==> src/rtl/ftdi_echo_fifo_if.sv <==
// Bundle of the loopback FIFO's handshake, data and status signals.
// The slave side is the echo FIFO; the master side is whatever plays the
// ftdiController user port (the controller glue, or a bench).
interface ftdi_echo_fifo_if #(
  parameter int DEPTH = 16
);
  localparam int LW = $clog2(DEPTH) + 1;

  logic          in_loop_en;
  logic          out_rx_en;
  logic          in_rx_hsk_req;
  logic [7:0]    in_rx_data;
  logic          out_rx_hsk_ack;
  logic          out_tx_hsk_req;
  logic [7:0]    out_tx_data;
  logic          in_tx_hsk_ack;
  logic [LW-1:0] out_level;
  logic          out_empty;
  logic          out_full;
  logic [15:0]   out_byte_count;

  modport slave (
    input  in_loop_en,
    input  in_rx_hsk_req,
    input  in_rx_data,
    input  in_tx_hsk_ack,
    output out_rx_en,
    output out_rx_hsk_ack,
    output out_tx_hsk_req,
    output out_tx_data,
    output out_level,
    output out_empty,
    output out_full,
    output out_byte_count
  );

  modport master (
    output in_loop_en,
    output in_rx_hsk_req,
    output in_rx_data,
    output in_tx_hsk_ack,
    input  out_rx_en,
    input  out_rx_hsk_ack,
    input  out_tx_hsk_req,
    input  out_tx_data,
    input  out_level,
    input  out_empty,
    input  out_full,
    input  out_byte_count
  );
endinterface

==> src/rtl/ftdi_echo_fifo.sv <==
// USB loopback FIFO sitting on the user side of ftdiController.
// Received bytes arrive over a 4-phase req/ack handshake, are buffered in a
// synchronous FIFO and are sent back in order over the TX 4-phase handshake.
// Backpressure is signalled early through out_rx_en; a request that is already
// in flight when the FIFO fills is simply stalled (never dropped).
module ftdi_echo_fifo #(
  parameter int DEPTH        = 16,
  parameter int RX_EN_MARGIN = 2
) (
  input logic             in_clk,
  input logic             in_reset_n,
  ftdi_echo_fifo_if.slave bus
);

  localparam int AW = $clog2(DEPTH);
  localparam int LW = AW + 1;
  localparam logic [LW-1:0] DEPTH_L  = LW'(DEPTH);
  localparam logic [LW-1:0] MARGIN_L = LW'(RX_EN_MARGIN);

  typedef enum logic {
    RX_IDLE,
    RX_ACK
  } rx_state_t;

  typedef enum logic [1:0] {
    TX_IDLE,
    TX_REQ,
    TX_WAIT
  } tx_state_t;

  // Reset synchroniser: assertion is immediate, release is aligned to clk.
  logic [1:0] rst_pipe_q;
  logic       rst_n_int;

  // FIFO storage (no reset so it can map onto block RAM).
  logic [7:0] mem_q [DEPTH];

  // Sequential state and its next-state values.
  rx_state_t     rx_state_q,   rx_state_d;
  logic          rx_ack_q,     rx_ack_d;
  tx_state_t     tx_state_q,   tx_state_d;
  logic          tx_req_q,     tx_req_d;
  logic [7:0]    tx_data_q;
  logic [AW-1:0] wr_ptr_q,     wr_ptr_d;
  logic [AW-1:0] rd_ptr_q,     rd_ptr_d;
  logic [LW-1:0] level_q,      level_d;
  logic [15:0]   byte_count_q, byte_count_d;
  logic          rx_en_q,      rx_en_d;

  // Per-cycle FIFO events.
  logic push;
  logic pop;
  logic full;
  logic empty;

  assign full      = (level_q == DEPTH_L);
  assign empty     = (level_q == '0);
  assign rst_n_int = rst_pipe_q[1];

  // Two-flop reset release so the internal reset deasserts synchronously.
  always_ff @(posedge in_clk or negedge in_reset_n) begin
    if (!in_reset_n) begin
      rst_pipe_q <= 2'b00;
    end else begin
      rst_pipe_q <= {rst_pipe_q[0], 1'b1};
    end
  end

  // RX handshake: accept a byte only when there is room, then wait for req low.
  always_comb begin
    rx_state_d = rx_state_q;
    rx_ack_d   = rx_ack_q;
    push       = 1'b0;
    case (rx_state_q)
      RX_IDLE: begin
        if (bus.in_rx_hsk_req && !full) begin
          push       = 1'b1;
          rx_ack_d   = 1'b1;
          rx_state_d = RX_ACK;
        end
      end
      RX_ACK: begin
        if (!bus.in_rx_hsk_req) begin
          rx_ack_d   = 1'b0;
          rx_state_d = RX_IDLE;
        end
      end
      default: begin
        rx_ack_d   = 1'b0;
        rx_state_d = RX_IDLE;
      end
    endcase
  end

  // TX handshake: pop one byte, raise req, count it when the controller acks.
  always_comb begin
    tx_state_d   = tx_state_q;
    tx_req_d     = tx_req_q;
    byte_count_d = byte_count_q;
    pop          = 1'b0;
    case (tx_state_q)
      TX_IDLE: begin
        if (bus.in_loop_en && !empty) begin
          pop        = 1'b1;
          tx_req_d   = 1'b1;
          tx_state_d = TX_REQ;
        end
      end
      TX_REQ: begin
        if (bus.in_tx_hsk_ack) begin
          tx_req_d     = 1'b0;
          byte_count_d = byte_count_q + 16'd1;
          tx_state_d   = TX_WAIT;
        end
      end
      TX_WAIT: begin
        if (!bus.in_tx_hsk_ack) begin
          tx_state_d = TX_IDLE;
        end
      end
      default: begin
        tx_req_d   = 1'b0;
        tx_state_d = TX_IDLE;
      end
    endcase
  end

  // Pointer and occupancy bookkeeping; rx_en is decoded from the next level
  // so the registered output always matches the registered level.
  always_comb begin
    wr_ptr_d = wr_ptr_q;
    rd_ptr_d = rd_ptr_q;
    level_d  = level_q;
    if (push) begin
      wr_ptr_d = wr_ptr_q + AW'(1);
    end
    if (pop) begin
      rd_ptr_d = rd_ptr_q + AW'(1);
    end
    if (push && !pop) begin
      level_d = level_q + LW'(1);
    end else if (pop && !push) begin
      level_d = level_q - LW'(1);
    end
    rx_en_d = ((DEPTH_L - level_d) > MARGIN_L);
  end

  // FIFO write port.
  always_ff @(posedge in_clk) begin
    if (push) begin
      mem_q[wr_ptr_q] <= bus.in_rx_data;
    end
  end

  // State registers, registered FIFO read and status counters.
  always_ff @(posedge in_clk or negedge rst_n_int) begin
    if (!rst_n_int) begin
      rx_state_q   <= RX_IDLE;
      rx_ack_q     <= 1'b0;
      tx_state_q   <= TX_IDLE;
      tx_req_q     <= 1'b0;
      tx_data_q    <= 8'h00;
      wr_ptr_q     <= '0;
      rd_ptr_q     <= '0;
      level_q      <= '0;
      byte_count_q <= 16'h0000;
      rx_en_q      <= 1'b1;
    end else begin
      rx_state_q   <= rx_state_d;
      rx_ack_q     <= rx_ack_d;
      tx_state_q   <= tx_state_d;
      tx_req_q     <= tx_req_d;
      wr_ptr_q     <= wr_ptr_d;
      rd_ptr_q     <= rd_ptr_d;
      level_q      <= level_d;
      byte_count_q <= byte_count_d;
      rx_en_q      <= rx_en_d;
      // Only a popped entry is read; it was written at least one edge earlier,
      // and out_tx_data keeps its value after req falls.
      if (pop) begin
        tx_data_q <= mem_q[rd_ptr_q];
      end
    end
  end

  assign bus.out_rx_en      = rx_en_q;
  assign bus.out_rx_hsk_ack = rx_ack_q;
  assign bus.out_tx_hsk_req = tx_req_q;
  assign bus.out_tx_data    = tx_data_q;
  assign bus.out_level      = level_q;
  assign bus.out_empty      = empty;
  assign bus.out_full       = full;
  assign bus.out_byte_count = byte_count_q;

endmodule

==> src/flat_wrapper.sv <==
// flat-port wrapper written by rule: the top's interface ports become plain ports
module ftdi_echo_fifo_flat 
#(
  parameter int DEPTH        = 16,
  parameter int RX_EN_MARGIN = 2
)
  (in_clk, in_reset_n, bus_in_loop_en, bus_in_rx_hsk_req, bus_in_rx_data, bus_in_tx_hsk_ack, bus_out_rx_en, bus_out_rx_hsk_ack, bus_out_tx_hsk_req, bus_out_tx_data, bus_out_level, bus_out_empty, bus_out_full, bus_out_byte_count);
  ftdi_echo_fifo_if #(.DEPTH(DEPTH)) bus_i ();
  input logic in_clk;
  input logic in_reset_n;
  input wire logic [$bits(bus_i.in_loop_en)-1:0] bus_in_loop_en;
  input wire logic [$bits(bus_i.in_rx_hsk_req)-1:0] bus_in_rx_hsk_req;
  input wire logic [$bits(bus_i.in_rx_data)-1:0] bus_in_rx_data;
  input wire logic [$bits(bus_i.in_tx_hsk_ack)-1:0] bus_in_tx_hsk_ack;
  output wire logic [$bits(bus_i.out_rx_en)-1:0] bus_out_rx_en;
  output wire logic [$bits(bus_i.out_rx_hsk_ack)-1:0] bus_out_rx_hsk_ack;
  output wire logic [$bits(bus_i.out_tx_hsk_req)-1:0] bus_out_tx_hsk_req;
  output wire logic [$bits(bus_i.out_tx_data)-1:0] bus_out_tx_data;
  output wire logic [$bits(bus_i.out_level)-1:0] bus_out_level;
  output wire logic [$bits(bus_i.out_empty)-1:0] bus_out_empty;
  output wire logic [$bits(bus_i.out_full)-1:0] bus_out_full;
  output wire logic [$bits(bus_i.out_byte_count)-1:0] bus_out_byte_count;
  assign bus_i.in_loop_en = bus_in_loop_en;
  assign bus_i.in_rx_hsk_req = bus_in_rx_hsk_req;
  assign bus_i.in_rx_data = bus_in_rx_data;
  assign bus_i.in_tx_hsk_ack = bus_in_tx_hsk_ack;
  assign bus_out_rx_en = bus_i.out_rx_en;
  assign bus_out_rx_hsk_ack = bus_i.out_rx_hsk_ack;
  assign bus_out_tx_hsk_req = bus_i.out_tx_hsk_req;
  assign bus_out_tx_data = bus_i.out_tx_data;
  assign bus_out_level = bus_i.out_level;
  assign bus_out_empty = bus_i.out_empty;
  assign bus_out_full = bus_i.out_full;
  assign bus_out_byte_count = bus_i.out_byte_count;
  ftdi_echo_fifo #(.DEPTH(DEPTH), .RX_EN_MARGIN(RX_EN_MARGIN)) u_core (.in_clk(in_clk), .in_reset_n(in_reset_n), .bus(bus_i));
endmodule
==> config.mk <==
export PLATFORM = sky130hd
export DESIGN_NAME = ftdi_echo_fifo_flat
export DESIGN_NICKNAME = d
export VERILOG_FILES = /design/src/rtl/ftdi_echo_fifo_if.sv /design/src/rtl/ftdi_echo_fifo.sv /design/src/flat_wrapper.sv
export SDC_FILE = /design/constraint.sdc
export NUM_CORES = 1
export LEC_CHECK = 0
export CAP_MARGIN = 20
export CORE_ASPECT_RATIO = 0.7
export CORE_MARGIN = 4
export CORE_UTILIZATION = 50
export DETAILED_ROUTE_END_ITERATION = 12
export PLACE_DENSITY = 0.67
export SETUP_SLACK_MARGIN = 0.02
export SYNTH_ARGS = -nofsm -noshare
export SYNTH_HDL_FRONTEND = slang
export SYNTH_SLANG_ARGS = --single-unit
==> constraint.sdc <==
create_clock -name in_clk -period 1.7 [get_ports in_clk]
set_input_delay 0.255 -clock in_clk [delete_from_list [all_inputs] [get_ports in_clk]]
set_output_delay 0.255 -clock in_clk [all_outputs]
set_load 0.02 [all_outputs]
==> impl_results.md <==
- Final setup margin: -0.483 ns
- Worst-margin pin slew: 0.612 ns
- CTS Buf Count: 17
- Maximum clock frequency: 0.458 GHz
- FF+latch count, synth: 173
- DIE WIDTH: 150 um
- DRC viols: 0
- Max-cap viol count: 0
- Worst setup EP type: register
- DR vias: 3829
- # diodes: 0
- Worst hold path class: register to asynchronous set/reset pin
- Count leader, synth: edfxtp_1
- H-tree depth: 4
- Std cell rows: 35
- Area contributors post-synth: edfxtp_1, dfrtp_1, mux4_2
- Finished Core Util: 70.6%
- Yosys top cell area share: 54.8%
- Layout Skew: 0.00842 ns
- Async set or reset register ratio after synthesis: 26.0%
- Max Slew Vio Count: 0
- IO Pins: 47
- Slew HR: 59.1%
- Worst-path clk slew: 0.07 ns
- Unique cell type count in the Yosys netlist: 53
- RSZ-0062 raised after global routing: true
- Reg2reg start: u_core.bus.out_level[0]$_DFF_PN0_
- Pin count of the biggest net entering global routing: 35
- Iteration count of the initial detailed-routing pass: 7
- Initial DRC Count: 324
- Initial antenna violation count: 0
- Die area: 16000 um2
- RePlAce Congestion: 0.867
- Placed inst area: 8420 um2
- Fin nets: 525
- # clock sinks: 173
- Post-Layout Inst Area: 9490 um2
- Crit path DAT: 2.51 ns
- Clock buffer depth: 2
- Crit Path Category: register to register
- Post-Synthesis Cell Area: 7020 um2
- Placed cell count: 650
- Net count after synthesis: 399
- Leak: 3.47 nW
- Avg Inst Size Synth: 18.6 um2
- Synth top cells by count: edfxtp_1, dfrtp_1, mux4_2, nor2_1, nand2_1
- Sequential area share after synthesis: 70.8%
- ANT nets after route: 0
- Synth area leader: edfxtp_1
- First-pass GRT wire length: 22700 um
- Cell count after synthesis: 378
- IO Port Bufs: 46
- Fillers: 862
- Tot GR Track Use: 19.1%
- Root Driver: clkbuf_16
- Hold Fails Final Rpt: 0
- Hold WS: 0.195 ns
- Post-synth top flop: edfxtp_1
- Area Growth Syn to Fin: 35.2%
- DR WL/cell: 20.6 um
- Ys Warns: 0
- VDD IR max: 0.837 mV
- Startpoint Class: register
- Core Box Area: 13400 um2
- CTS tree: yes
- Finished Layout Cells: 702
- Failing checks: negative setup slack
- DRT Wirelength: 14500 um
- Final setup vio count: 150
- Worst Setup SP: u_core.bus.out_level[0]$_DFF_PN0_
- Die height: 107 um
- Vias in the first global route: 3922
- Clock Latency Late Sink: 0.41 ns
- Post-synth EDFFs: 128
- Initial Util: 52.2%
- Total gr overflow: 0
- Detail Placement HPWL: 9680 um
- Setup Slack @ Placement: -0.534 ns
- Vias/cell: 5.45
- Layout cells sized above 1: 43.7%
- Pwr Density: 1570 nW/um2
- Crit path required time: 2.03 ns
- Period Utilization, post-route: 128%
- Status: complete, but fails checks
- Final min period: 2.18 ns
- Crit path max fanout: 5
## placed cells by master (no fill, tap or decap), types with 2 or more instances in the layout
cell type / n
edfxtp_1: 128
nand3_4: 2
nand3_2: 2
o21ai_1: 3
xnor2_2: 3
nand4bb_4: 2
nand4_1: 4
and3_1: 2
inv_1: 4
buf_6: 22
dfrtp_1: 39
mux2_2: 5
ha_1: 7
inv_6: 4
clkinvlp_4: 2
nand2_2: 2
dfrtp_2: 5
dlygate4sd2_1: 22
nand2_1: 9
xor2_1: 6
mux4_2: 40
nand3_1: 3
nor2_4: 14
clkbuf_16: 17
inv_2: 2
clkinv_4: 5
clkdlybuf4s50_1: 18
xnor2_1: 12
buf_12: 14
nor3_4: 5
nand2b_1: 6
bufinv_16: 2
buf_4: 41
nand2_8: 4
mux2_4: 5
a2111oi_4: 2
nor2_1: 3
dlymetal6s2s_1: 4
o21ai_0: 2
## sequential cells by signal, indices dropped and copies added, names as in the netlist, 2 cells and up
signal	count
u_core.mem_q	128
u_core.bus.out_byte_count	16
u_core.bus.out_tx_data	8
u_core.bus.out_level	5
u_core.rd_ptr_q	4
u_core.wr_ptr_q	4
u_core.rst_pipe_q	2
u_core.tx_state_q	2
## where the power goes
part | total (mW) | internal, mW | switching [mW]
registers | 5.50 | 5.08 | 0.422
logic | 5.60 | 2.95 | 2.65
clock network | 3.81 | 2.19 | 1.62
total | 14.9 | 10.2 | 4.69
## layer usage
metal | GRT usage [%] | up-vias | part of all wire, %
met5 | 0 | - | 0
met4 | 3.72 | 0 | 0.42
met3 | 4.18 | 8 | 3.5
met2 | 26.9 | 78 | 46
met1 | 31.0 | 2001 | 50
li1 | - | 1742 | -
## worst max-delay path, stage by stage (launching register included)
cell,delay (ns)
dfrtp_2,0.40
inv_2,0.09
ha_4,0.15
or4b_4,0.54
clkinv_4,0.11
a221oi_4,0.07
o21a_2,0.28
a2111oi_4,0.35
a2bb2oi_1,0.10
## timing repair
item,CTS,global route
hold buffers,1,0
pin swaps,18,11
buffers inserted,5,17
endpoints found under the hold margin,2,0
resized for setup,60,51
setup endpoints to repair,178,160
## final timing paths
| path | endpoint | slack (ns) | depth (start not counted) |
|---|---|---|---|
| worst max-delay path | u_core.bus.out_rx_en$_DFF_PN1_ | -0.48 | 8 |
| worst min-delay path | u_core.bus.out_byte_count[7]$_DFFE_PN0P_ | 0.20 | 0 |
| worst max register to register | u_core.bus.out_rx_en$_DFF_PN1_ | -0.48 | 8 |
| worst min register to register | u_core.bus.out_byte_count[7]$_DFFE_PN0P_ | 0.20 | 0 |
| max in group asynchronous | u_core.rd_ptr_q[0]$_DFFE_PN0P_ | 0.91 | 1 |
| min in group in_clk | u_core.rst_pipe_q[1]$_DFF_PN0_ | 0.35 | 0 |
## cells by family (layout without fill, tap and decap cells)
group	count (synthesis)	count (layout)	share of synthesized area (%)
AOI/OAI and AO/OA	25	25	2.98
xor gates and xnor gates	21	21	2.62
adders and majority gates	8	8	1.43
buffers and inverters	23	162	1.71
DFF	173	173	70.8
muxes	50	50	14.4
other	1	1	0.0534
and+or+nand+nor	77	77	5.94
## cell type report
class / instances / area (um2) / share of cell area (%)
sequential: 173 / 4980 / 52.4
multi-input combinational: 182 / 2390 / 25.2
tap: 185 / 231 / 2.44
inverter: 8 / 40.0 / 0.422
clock buffer: 17 / 425 / 4.48
clock inverter: 15 / 161 / 1.70
timing repair buffer: 122 / 1270 / 13.4
## stage by stage
| stage | setup TNS [ns] | power (mW) |
|---|---|---|
| floorplan | -38.49 | 8.71 |
| global placement | -35.74 | 10.5 |
| detailed placement | -38.29 | 10.6 |
| CTS | -30.41 | 14.5 |
| global route | -49.05 | 15.7 |
| finish | -38.18 | 14.9 |
(Power assumes the default switching activity.)
